==> src/rtl/timer_pkg.sv <==
// ============================================================================
// timer_pkg : shared constants, pointer state and helpers for the timer block
// Revision  : 1.0
// ============================================================================
`default_nettype none

package timer_pkg;

  localparam logic [1:0] ADDR_C0  = 2'b00;
  localparam logic [1:0] ADDR_C1  = 2'b01;
  localparam logic [1:0] ADDR_C2  = 2'b10;
  localparam logic [1:0] ADDR_CWR = 2'b11;

  localparam logic [1:0] RW_LATCH   = 2'b00;
  localparam logic [1:0] RW_LSB     = 2'b01;
  localparam logic [1:0] RW_MSB     = 2'b10;
  localparam logic [1:0] RW_LSB_MSB = 2'b11;

  localparam int MODE_W = 3;

  typedef enum logic {
    PTR_LSB = 1'b0,
    PTR_MSB = 1'b1
  } ptr_t;

  // Modes 6 and 7 alias onto 2 and 3.
  function automatic logic [MODE_W-1:0] norm_mode(input logic [MODE_W-1:0] m);
    return (m[2] && m[1]) ? {1'b0, m[1:0]} : m;
  endfunction

endpackage

`default_nettype wire

==> src/rtl/counter_access_ctrl.sv <==
// ============================================================================
// counter_access_ctrl : one counter's programming state, byte pointers, strobes
// Revision            : 1.0
// ============================================================================
`default_nettype none

module counter_access_ctrl
  import timer_pkg::*;
(
  input  logic              clk,
  input  logic              rst,
  input  logic              cw_load,
  input  logic              cw_latch,
  input  logic [1:0]        cw_rw,
  input  logic [MODE_W-1:0] cw_mode,
  input  logic              cw_bcd,
  input  logic              wr_start,
  input  logic              rd_end,
  output logic [MODE_W-1:0] mode,
  output logic              bcd,
  output logic [1:0]        rw_fmt,
  output logic              cw_new,
  output logic              latch,
  output logic              wr_lsb,
  output logic              wr_msb,
  output logic              wr_done,
  output logic              rd_msb
);

  ptr_t wr_ptr;
  ptr_t rd_ptr;

  always_ff @(posedge clk) begin
    if (rst) begin
      mode    <= '0;
      bcd     <= 1'b0;
      rw_fmt  <= RW_LSB;
      wr_ptr  <= PTR_LSB;
      rd_ptr  <= PTR_LSB;
      cw_new  <= 1'b0;
      latch   <= 1'b0;
      wr_lsb  <= 1'b0;
      wr_msb  <= 1'b0;
      wr_done <= 1'b0;
    end else begin
      cw_new  <= 1'b0;
      latch   <= 1'b0;
      wr_lsb  <= 1'b0;
      wr_msb  <= 1'b0;
      wr_done <= 1'b0;

      if (cw_load) begin
        rw_fmt <= cw_rw;
        mode   <= norm_mode(cw_mode);
        bcd    <= cw_bcd;
        wr_ptr <= PTR_LSB;
        rd_ptr <= PTR_LSB;
        cw_new <= 1'b1;
      end

      if (cw_latch) begin
        latch <= 1'b1;
      end

      if (wr_start) begin
        case (rw_fmt)
          RW_LSB: begin
            wr_lsb  <= 1'b1;
            wr_done <= 1'b1;
          end
          RW_MSB: begin
            wr_msb  <= 1'b1;
            wr_done <= 1'b1;
          end
          RW_LSB_MSB: begin
            if (wr_ptr == PTR_LSB) begin
              wr_lsb <= 1'b1;
              wr_ptr <= PTR_MSB;
            end else begin
              wr_msb  <= 1'b1;
              wr_done <= 1'b1;
              wr_ptr  <= PTR_LSB;
            end
          end
          default: ;
        endcase
      end

      // Read pointer only advances once the read access has finished.
      if (rd_end && (rw_fmt == RW_LSB_MSB)) begin
        rd_ptr <= (rd_ptr == PTR_LSB) ? PTR_MSB : PTR_LSB;
      end
    end
  end

  assign rd_msb = (rw_fmt == RW_MSB) || ((rw_fmt == RW_LSB_MSB) && (rd_ptr == PTR_MSB));

endmodule

`default_nettype wire

==> src/rtl/control_word_logic.sv <==
// ============================================================================
// control_word_logic : access edge detection, control-word decode, counter select
// Revision           : 1.0
// ============================================================================
`default_nettype none

module control_word_logic
  import timer_pkg::*;
(
  input  logic                   CLK,
  input  logic                   RESET,
  input  logic [1:0]             Add_bus,
  input  logic                   RW_bus,
  input  logic                   Access,
  input  logic [7:0]             D_in,
  output logic [2:0][MODE_W-1:0] Mode,
  output logic [2:0]             Bcd,
  output logic [2:0][1:0]        Rw_fmt,
  output logic [2:0]             Cw_new,
  output logic [2:0]             Latch,
  output logic [7:0]             Wr_data,
  output logic [2:0]             Wr_lsb,
  output logic [2:0]             Wr_msb,
  output logic [2:0]             Wr_done,
  output logic [2:0]             Rd_msb
);

  logic       acc_q;
  logic       rd_q;
  logic [1:0] addr_q;
  logic       start_ev;
  logic       end_ev;
  logic       cw_ev;

  assign start_ev = Access && !acc_q;
  assign end_ev   = !Access && acc_q;
  assign cw_ev    = start_ev && !RW_bus && (Add_bus == ADDR_CWR) && (D_in[7:6] != 2'b11);

  // acc_q resets high so an access spanning reset release is never seen as a start.
  always_ff @(posedge CLK) begin
    if (RESET) begin
      acc_q   <= 1'b1;
      rd_q    <= 1'b0;
      addr_q  <= ADDR_C0;
      Wr_data <= 8'h00;
    end else begin
      acc_q <= Access;
      if (start_ev) begin
        rd_q   <= RW_bus;
        addr_q <= Add_bus;
        if (!RW_bus && (Add_bus != ADDR_CWR)) begin
          Wr_data <= D_in;
        end
      end
    end
  end

  for (genvar i = 0; i < 3; i++) begin : g_counter
    localparam logic [1:0] ADDR = (i == 0) ? ADDR_C0 : (i == 1) ? ADDR_C1 : ADDR_C2;

    logic sel_cw;
    logic cw_load;
    logic cw_latch;
    logic wr_start;
    logic rd_end;

    assign sel_cw   = cw_ev && (D_in[7:6] == ADDR);
    assign cw_load  = sel_cw && (D_in[5:4] != RW_LATCH);
    assign cw_latch = sel_cw && (D_in[5:4] == RW_LATCH);
    assign wr_start = start_ev && !RW_bus && (Add_bus == ADDR);
    assign rd_end   = end_ev && rd_q && (addr_q == ADDR);

    counter_access_ctrl u_ctrl (
      .clk      (CLK),
      .rst      (RESET),
      .cw_load  (cw_load),
      .cw_latch (cw_latch),
      .cw_rw    (D_in[5:4]),
      .cw_mode  (D_in[3:1]),
      .cw_bcd   (D_in[0]),
      .wr_start (wr_start),
      .rd_end   (rd_end),
      .mode     (Mode[i]),
      .bcd      (Bcd[i]),
      .rw_fmt   (Rw_fmt[i]),
      .cw_new   (Cw_new[i]),
      .latch    (Latch[i]),
      .wr_lsb   (Wr_lsb[i]),
      .wr_msb   (Wr_msb[i]),
      .wr_done  (Wr_done[i]),
      .rd_msb   (Rd_msb[i])
    );
  end

endmodule

`default_nettype wire

==> config.mk <==
export PLATFORM = sky130hd
export DESIGN_NAME = control_word_logic
export DESIGN_NICKNAME = d
export VERILOG_FILES = /design/src/rtl/timer_pkg.sv /design/src/rtl/counter_access_ctrl.sv /design/src/rtl/control_word_logic.sv
export SDC_FILE = /design/constraint.sdc
export NUM_CORES = 1
export LEC_CHECK = 0
export ABC_AREA = 1
export BUFFER_PORTS_ARGS = -buffer_cell sky130_fd_sc_hd__buf_2
export CORE_UTILIZATION = 59
export CTS_BUF_LIST = sky130_fd_sc_hd__clkbuf_8
export DETAILED_ROUTE_END_ITERATION = 16
export PLACE_DENSITY_LB_ADDON = 0.15
export SLEW_MARGIN = 20
export SYNTH_ARGS = -nofsm -noshare
export SYNTH_HDL_FRONTEND = slang
export SYNTH_SLANG_ARGS = --single-unit
==> constraint.sdc <==
create_clock -name CLK -period 2.85 [get_ports CLK]
set_input_delay 0.57 -clock CLK [delete_from_list [all_inputs] [get_ports CLK]]
set_output_delay 0.57 -clock CLK [all_outputs]
set_load 0.05 [all_outputs]
==> qor.txt, run 1 <==
YS warnings: 0
core area: 3720 um^2
register area: 1020 um^2
Final TNS setup: 0 ns
TritonCTS Buffers: 5
setup ws final: 0.789 ns
min Tclk post-route: 2.06 ns
Post-Place Setup Slack: 0.951 ns
share of cells above drive strength 1: 0.228
vias in the first global route: 1843
cell area after layout: 2560 um^2
Power Density: 473 nW/um^2
ant diodes: 0
Final Hold Violating Endpoints: 0
first-pass GRT wire length: 7.68 mm
Mapped Cells: 297
Layout Nets: 359
clock slew at reported path FFs: 0.09 ns
Worst VDD drop: 304 uV
Routed met2 length: 2.16 mm
FF-to-FF End: Wr_data[2]
Netlist cell types: 24
Clock Sink Count: 51
Synth Area in XOR/XNOR: 0
main combinational cell family by area after synthesis: simple AND/OR/NAND/NOR gates
worst r2r path cells: 6
drt total wl: 4.53 mm
CP Cell Sequence: ha_1 -> a21o_1 -> buf_2
compound-cell area share of the yosys netlist: 0.103
Port-buffer cells: 57
RePlAce Congestion: 0.890
Die H: 64.8 um
wire length on met3: 211 um
gr usage total: 0.238
Sw Pwr: 302 uW
Initial Util: 0.627
Pleak: 1.24 nW
slack of the worst reg-to-reg path: 1.30 ns
post-cts sizing count: 0
Congestion Overflow GR: 0
Hold Path Origin: g_counter[2].u_ctrl.bcd
Max-slew headroom: 0.594
CP required: 2.28 ns
proportion of synthesized chip area in sequential cells: 0.438
Post-Synth Adder-Cell Area: 0.0644
crit path kind: reg -> out
commonest non-fill, non-tap cell in the layout: buf_2
DP HPWL: 3.19 mm
status: complete, no violations
filler instances: 340
fmax: 0.485 GHz
fin. max-slew vios: 0
start of the worst register-to-register path: acc_q
simple-gate share of the synthesized area: 0.255
Synth Register Bits: 51
max incr delay on CP: 0.44 ns
total of max-cap violations: 0
top routing layer in use: met4
largest net degree at the start of global routing: 26
combinational power share: 0.069
Worst Hold Class: reg -> reg
Worst EP arrival: 1.49 ns
worst hold path endpoint: g_counter[2].u_ctrl.bcd
skew final: 0.00300 ns
mux cell area share after synthesis: 0
DRC: 0
depth of the CTS H-tree: 2
Post-Syn Area per Cell: 7.84 um^2
Internal: 907 uW
area of the multi-input gates: 983 um^2
WL/cell: 11.9 um
Root Driver: clkbuf_8
# hold bufs at CTS: 0
num rows: 22
Setup Buffers After CTS: 0
Die ar.: 4200 um^2
critical path peak fanout: 7
Synth-to-Final Area Change: 9.77%
clock buffer depth: 2
RSZ-0062 raised after global routing: no
CTS tree: yes
Skew-Pair Late Insertion Delay: 0.30 ns
M1 wire length: 2.07 mm
Sw Ratio: 0.249
power share of the clock group: 0.333
final core utilization: 0.688
Post-Syn Nets: 323
Crit-path slowest cell: dfxtp_1
placed cell area: 2470 um^2
crit path capture type: output port
synthesized cell area: 2330 um^2
most frequent cells in the layout: 57 x buf_2, 51 x dfxtp_1, 45 x nand2_1
IO Pins: 58
via/cell ratio: 5.14
DIE WIDTH: 64.8 um
initial antenna violation count: 0
Antenna Nets Post-Route: 0
Min Hold Slack: 0.463 ns
DR iter-0 viols: 102
Slew @ Worst Pin: 0.607 ns
period utilisation layout: 0.723
vias post-DR: 1964
setup violators final: 0
sequential share of power: 0.598
drt pass-1 iters: 4
startpoint types: flip-flop
hold path depth: 2
-- cell usage after synthesis --
master | instances | area share
buf_6 | 2 | 0.0097
nor2_1 | 38 | 0.061
nor2_2 | 2 | 0.0054
nor2_4 | 1 | 0.0048
o21ai_0 | 10 | 0.021
nor3_1 | 4 | 0.0086
dfxtp_1 | 51 | 0.44
clkinv_1 | 1 | 0.0016
buf_2 | 2 | 0.0043
ha_1 | 12 | 0.064
nand4_1 | 12 | 0.032
clkbuf_1 | 3 | 0.0048
inv_2 | 1 | 0.0016
a21o_1 | 1 | 0.0032
buf_4 | 22 | 0.071
nand2_1 | 45 | 0.073
nand3_2 | 3 | 0.013
a211oi_1 | 1 | 0.0032
nand3_1 | 19 | 0.041
a21oi_1 | 35 | 0.075
inv_1 | 29 | 0.047
nor2_8 | 1 | 0.0086
nand2_2 | 1 | 0.0027
nand2_4 | 1 | 0.0048
-- worst max path at each step --
stage                       endpoint                           from  depth (start not counted)  slack (ns)
after global routing       Rd_msb[2]  g_counter[2].u_ctrl.rw_fmt[0]                          4        0.73
after global placement    Wr_data[5]                         Access                          8        1.00
after floorplan            Rd_msb[0]  g_counter[0].u_ctrl.rw_fmt[0]                          4        0.94
final                      Rd_msb[0]  g_counter[0].u_ctrl.rw_fmt[0]                          3        0.79
after CTS                  Rd_msb[0]  g_counter[0].u_ctrl.rw_fmt[0]                          3        0.81
after detailed placement  Wr_data[5]                         Access                          8        0.95
-- worst max-delay path, delay by kind of cell (launching register included) --
family                     cells  cell delay [ns]
adders and majority gates      1             0.34
AOI/OAI and AO/OA              1             0.16
buffers and inverters          1             0.25
DFF                            1             0.44
-- sequential cells by signal, indices dropped and copies added (netlist names) --
register                  cells
g_counter.u_ctrl.rw_fmt       6
g_counter.u_ctrl.wr_lsb       3
g_counter.u_ctrl.wr_msb       3
g_counter.u_ctrl.mode         9
g_counter.u_ctrl.bcd          3
g_counter.u_ctrl.wr_ptr       3
addr_q                        2
acc_q                         1
g_counter.u_ctrl.rd_ptr       3
rd_q                          1
g_counter.u_ctrl.cw_new       3
g_counter.u_ctrl.wr_done      3
g_counter.u_ctrl.latch        3
Wr_data                       8
-- layout make-up --
type                            instances  share of cell area
Multi-Input combinational cell        186               0.385
Tap cell                               48              0.0235
Clock inverter                          3             0.00587
Inverter                               31              0.0455
Clock buffer                            5              0.0269
Sequential cell                        51               0.399
Timing Repair Buffer                   58               0.114
-- power groups by stage --
stage | Combinational, mW | Clock (mW) | Sequential (mW)
6_report | 0.0835 | 0.402 | 0.723
5_1_grt | 0.0920 | 0.439 | 0.725
4_1_cts | 0.0833 | 0.410 | 0.723
3_5_place_dp | 0.0827 | 0 | 0.740
3_3_place_gp | 0.0825 | 0 | 0.740
2_1_floorplan | 0.0421 | 0 | 0.753
-- metal layers --
metal,vias to the layer above,track usage
li1,1017,-
met1,887,0.273
met2,53,0.414
met3,7,0.0475
met4,0,0.122
met5,-,0
-- logic make-up (layout without fill, tap and decap cells) --
group | after synthesis | in the layout
and+or+nand+nor | 127 | 127
adders and majority gates | 12 | 12
AOI/OAI and AO/OA | 47 | 47
buffers and inverters | 60 | 97
DFF | 51 | 51
-- per-stage QoR --
step / cells / power [mW]
final: 382 / 1.21
after global routing: 382 / 1.26
after CTS: 382 / 1.22
after detailed placement: 374 / 0.823
after global placement: 374 / 0.822
after floorplan: 297 / 0.795
Note: power is estimated with default switching activity, not from simulation.
==> inputs of run 2 (changes only) <==
--- a/config.mk
+++ b/config.mk
@@ -7,7 +7,7 @@
 export LEC_CHECK = 0
 export ABC_AREA = 1
 export BUFFER_PORTS_ARGS = -buffer_cell sky130_fd_sc_hd__buf_2
-export CORE_UTILIZATION = 59
+export CORE_UTILIZATION = 55
 export CTS_BUF_LIST = sky130_fd_sc_hd__clkbuf_8
 export DETAILED_ROUTE_END_ITERATION = 16
 export PLACE_DENSITY_LB_ADDON = 0.15
==> constraint.sdc (replaced) <==
create_clock -name CLK -period 2 [get_ports CLK]
set_input_delay 0.4 -clock CLK [delete_from_list [all_inputs] [get_ports CLK]]
set_output_delay 0.4 -clock CLK [all_outputs]
set_load 0.05 [all_outputs]
==> qor.txt, run 2 (synthesis gave the netlist of run 1 again) <==
CP required: 1.60 ns
WL/cell: 11.8 um
via/cell ratio: 5.10
Setup Buffers After CTS: 0
CP Launch Point: g_counter[0].u_ctrl.rw_fmt[0]
initial antenna violation count: 0
drt pass-1 iters: 4
Final Hold Violating Endpoints: 0
clock slew at reported path FFs: 0.09 ns
Hold Path Origin: Access
Design Power: 1.75 mW
Antenna Nets Post-Route: 0
first-pass GRT wire length: 7.52 mm
Layout Nets: 361
crit path capture type: output port
Clock Sink Count: 51
power share of the clock group: 0.342
Top Registers: g_counter.u_ctrl.mode (9), Wr_data (8), g_counter.u_ctrl.rw_fmt (6)
vias post-DR: 1962
Pleak: 1.25 nW
Sw Ratio: 0.242
DR iter-0 viols: 139
ant diodes: 0
fin. max-slew vios: 0
gr usage total: 0.224
critical path peak fanout: 7
depth of the CTS H-tree: 2
Largest Register: g_counter.u_ctrl.mode
total of max-cap violations: 0
filler instances: 360
crit path kind: reg -> out
fmax: 0.536 GHz
startpoint types: flip-flop
RSZ-0062 raised after global routing: no
skew final: 0.00281 ns
Root Driver: clkbuf_8
largest net degree at the start of global routing: 26
Sw Pwr: 424 uW
num rows: 23
Die ar.: 4500 um^2
Internal: 1.33 mW
IO Pins: 58
drt total wl: 4.55 mm
Die H: 67.1 um
Final TNS setup: 0 ns
CTS tree: yes
combinational power share: 0.069
clock buffer depth: 2
DP HPWL: 3.34 mm
share of cells above drive strength 1: 0.230
Port-buffer cells: 57
min Tclk post-route: 1.87 ns
period utilisation layout: 0.933
core area: 4030 um^2
setup violators final: 0
Max-slew headroom: 0.651
status: complete, no violations
Congestion Overflow GR: 0
start of the worst register-to-register path: acc_q
Synth-to-Final Area Change: 10.7%
commonest non-fill, non-tap cell in the layout: buf_2
sequential share of power: 0.589
Slew @ Worst Pin: 0.521 ns
RePlAce Congestion: 0.870
TritonCTS Buffers: 5
Worst VDD drop: 375 uV
Worst EP arrival: 1.47 ns
Power Density: 679 nW/um^2
vias in the first global route: 1714
Initial Util: 0.578
Skew-Pair Late Insertion Delay: 0.30 ns
DIE WIDTH: 67.1 um
post-cts sizing count: 0
most frequent cells in the layout: 57 x buf_2, 51 x dfxtp_1, 45 x nand2_1
max reg flops: 9
Worst Hold Class: in -> reg
DRC: 0
# hold bufs at CTS: 0
==> run 2: critical path: stages (launching register included) <==
cell and delay [ns]:
dfxtp_1 0.44, ha_1 0.32, a21o_1 0.15, buf_2 0.25
==> run 2: power by group through the flow <==
stage          clock network, mW  registers [mW]  logic, mW
2_1_floorplan                  0            1.07     0.0599
3_3_place_gp                   0            1.05      0.120
3_5_place_dp                   0            1.05      0.121
4_1_cts                    0.604            1.03      0.121
5_1_grt                    0.649            1.03      0.131
6_report                   0.599            1.03      0.121
==> run 2: per-layer routing <==
layer	global-route usage	up-vias	wire, um
met5	0	-	0
met4	0.0745	0	60
met3	0.0616	6	262
met2	0.371	54	2160
met1	0.275	887	2060
li1	-	1015	-
==> run 2: per-stage QoR <==
step / utilization / instances / hold WS, ns / area, um^2 / setup WS, ns
2_1_floorplan: - / 297 / 0.441 / 2330 / 0.261
3_3_place_gp: 0.618 / 378 / 0.452 / 2490 / 0.451
3_5_place_dp: 0.618 / 378 / 0.457 / 2490 / 0.414
4_1_cts: 0.640 / 385 / 0.334 / 2580 / 0.126
5_1_grt: 0.640 / 385 / 0.351 / 2580 / 0.0139
6_report: 0.640 / 385 / 0.335 / 2580 / 0.134
==> run 2: cell type report <==
type	count	area, um^2	area share
inverter	31	116	0.0451
clock buffer	6	82.6	0.0320
timing repair buffer	60	308	0.119
multi-input combinational	186	983	0.381
clock inverter	1	5.00	0.00194
tap	50	62.6	0.0243
sequential	51	1020	0.396
==> run 2: final timing paths <==
path / endpoint / slack [ns] / depth (start not counted)
max: Rd_msb[0] / 0.13 / 3
min: acc_q / 0.34 / 3
max reg2reg: g_counter[0].u_ctrl.mode[1] / 0.61 / 6
min reg2reg: g_counter[1].u_ctrl.mode[0] / 0.47 / 2
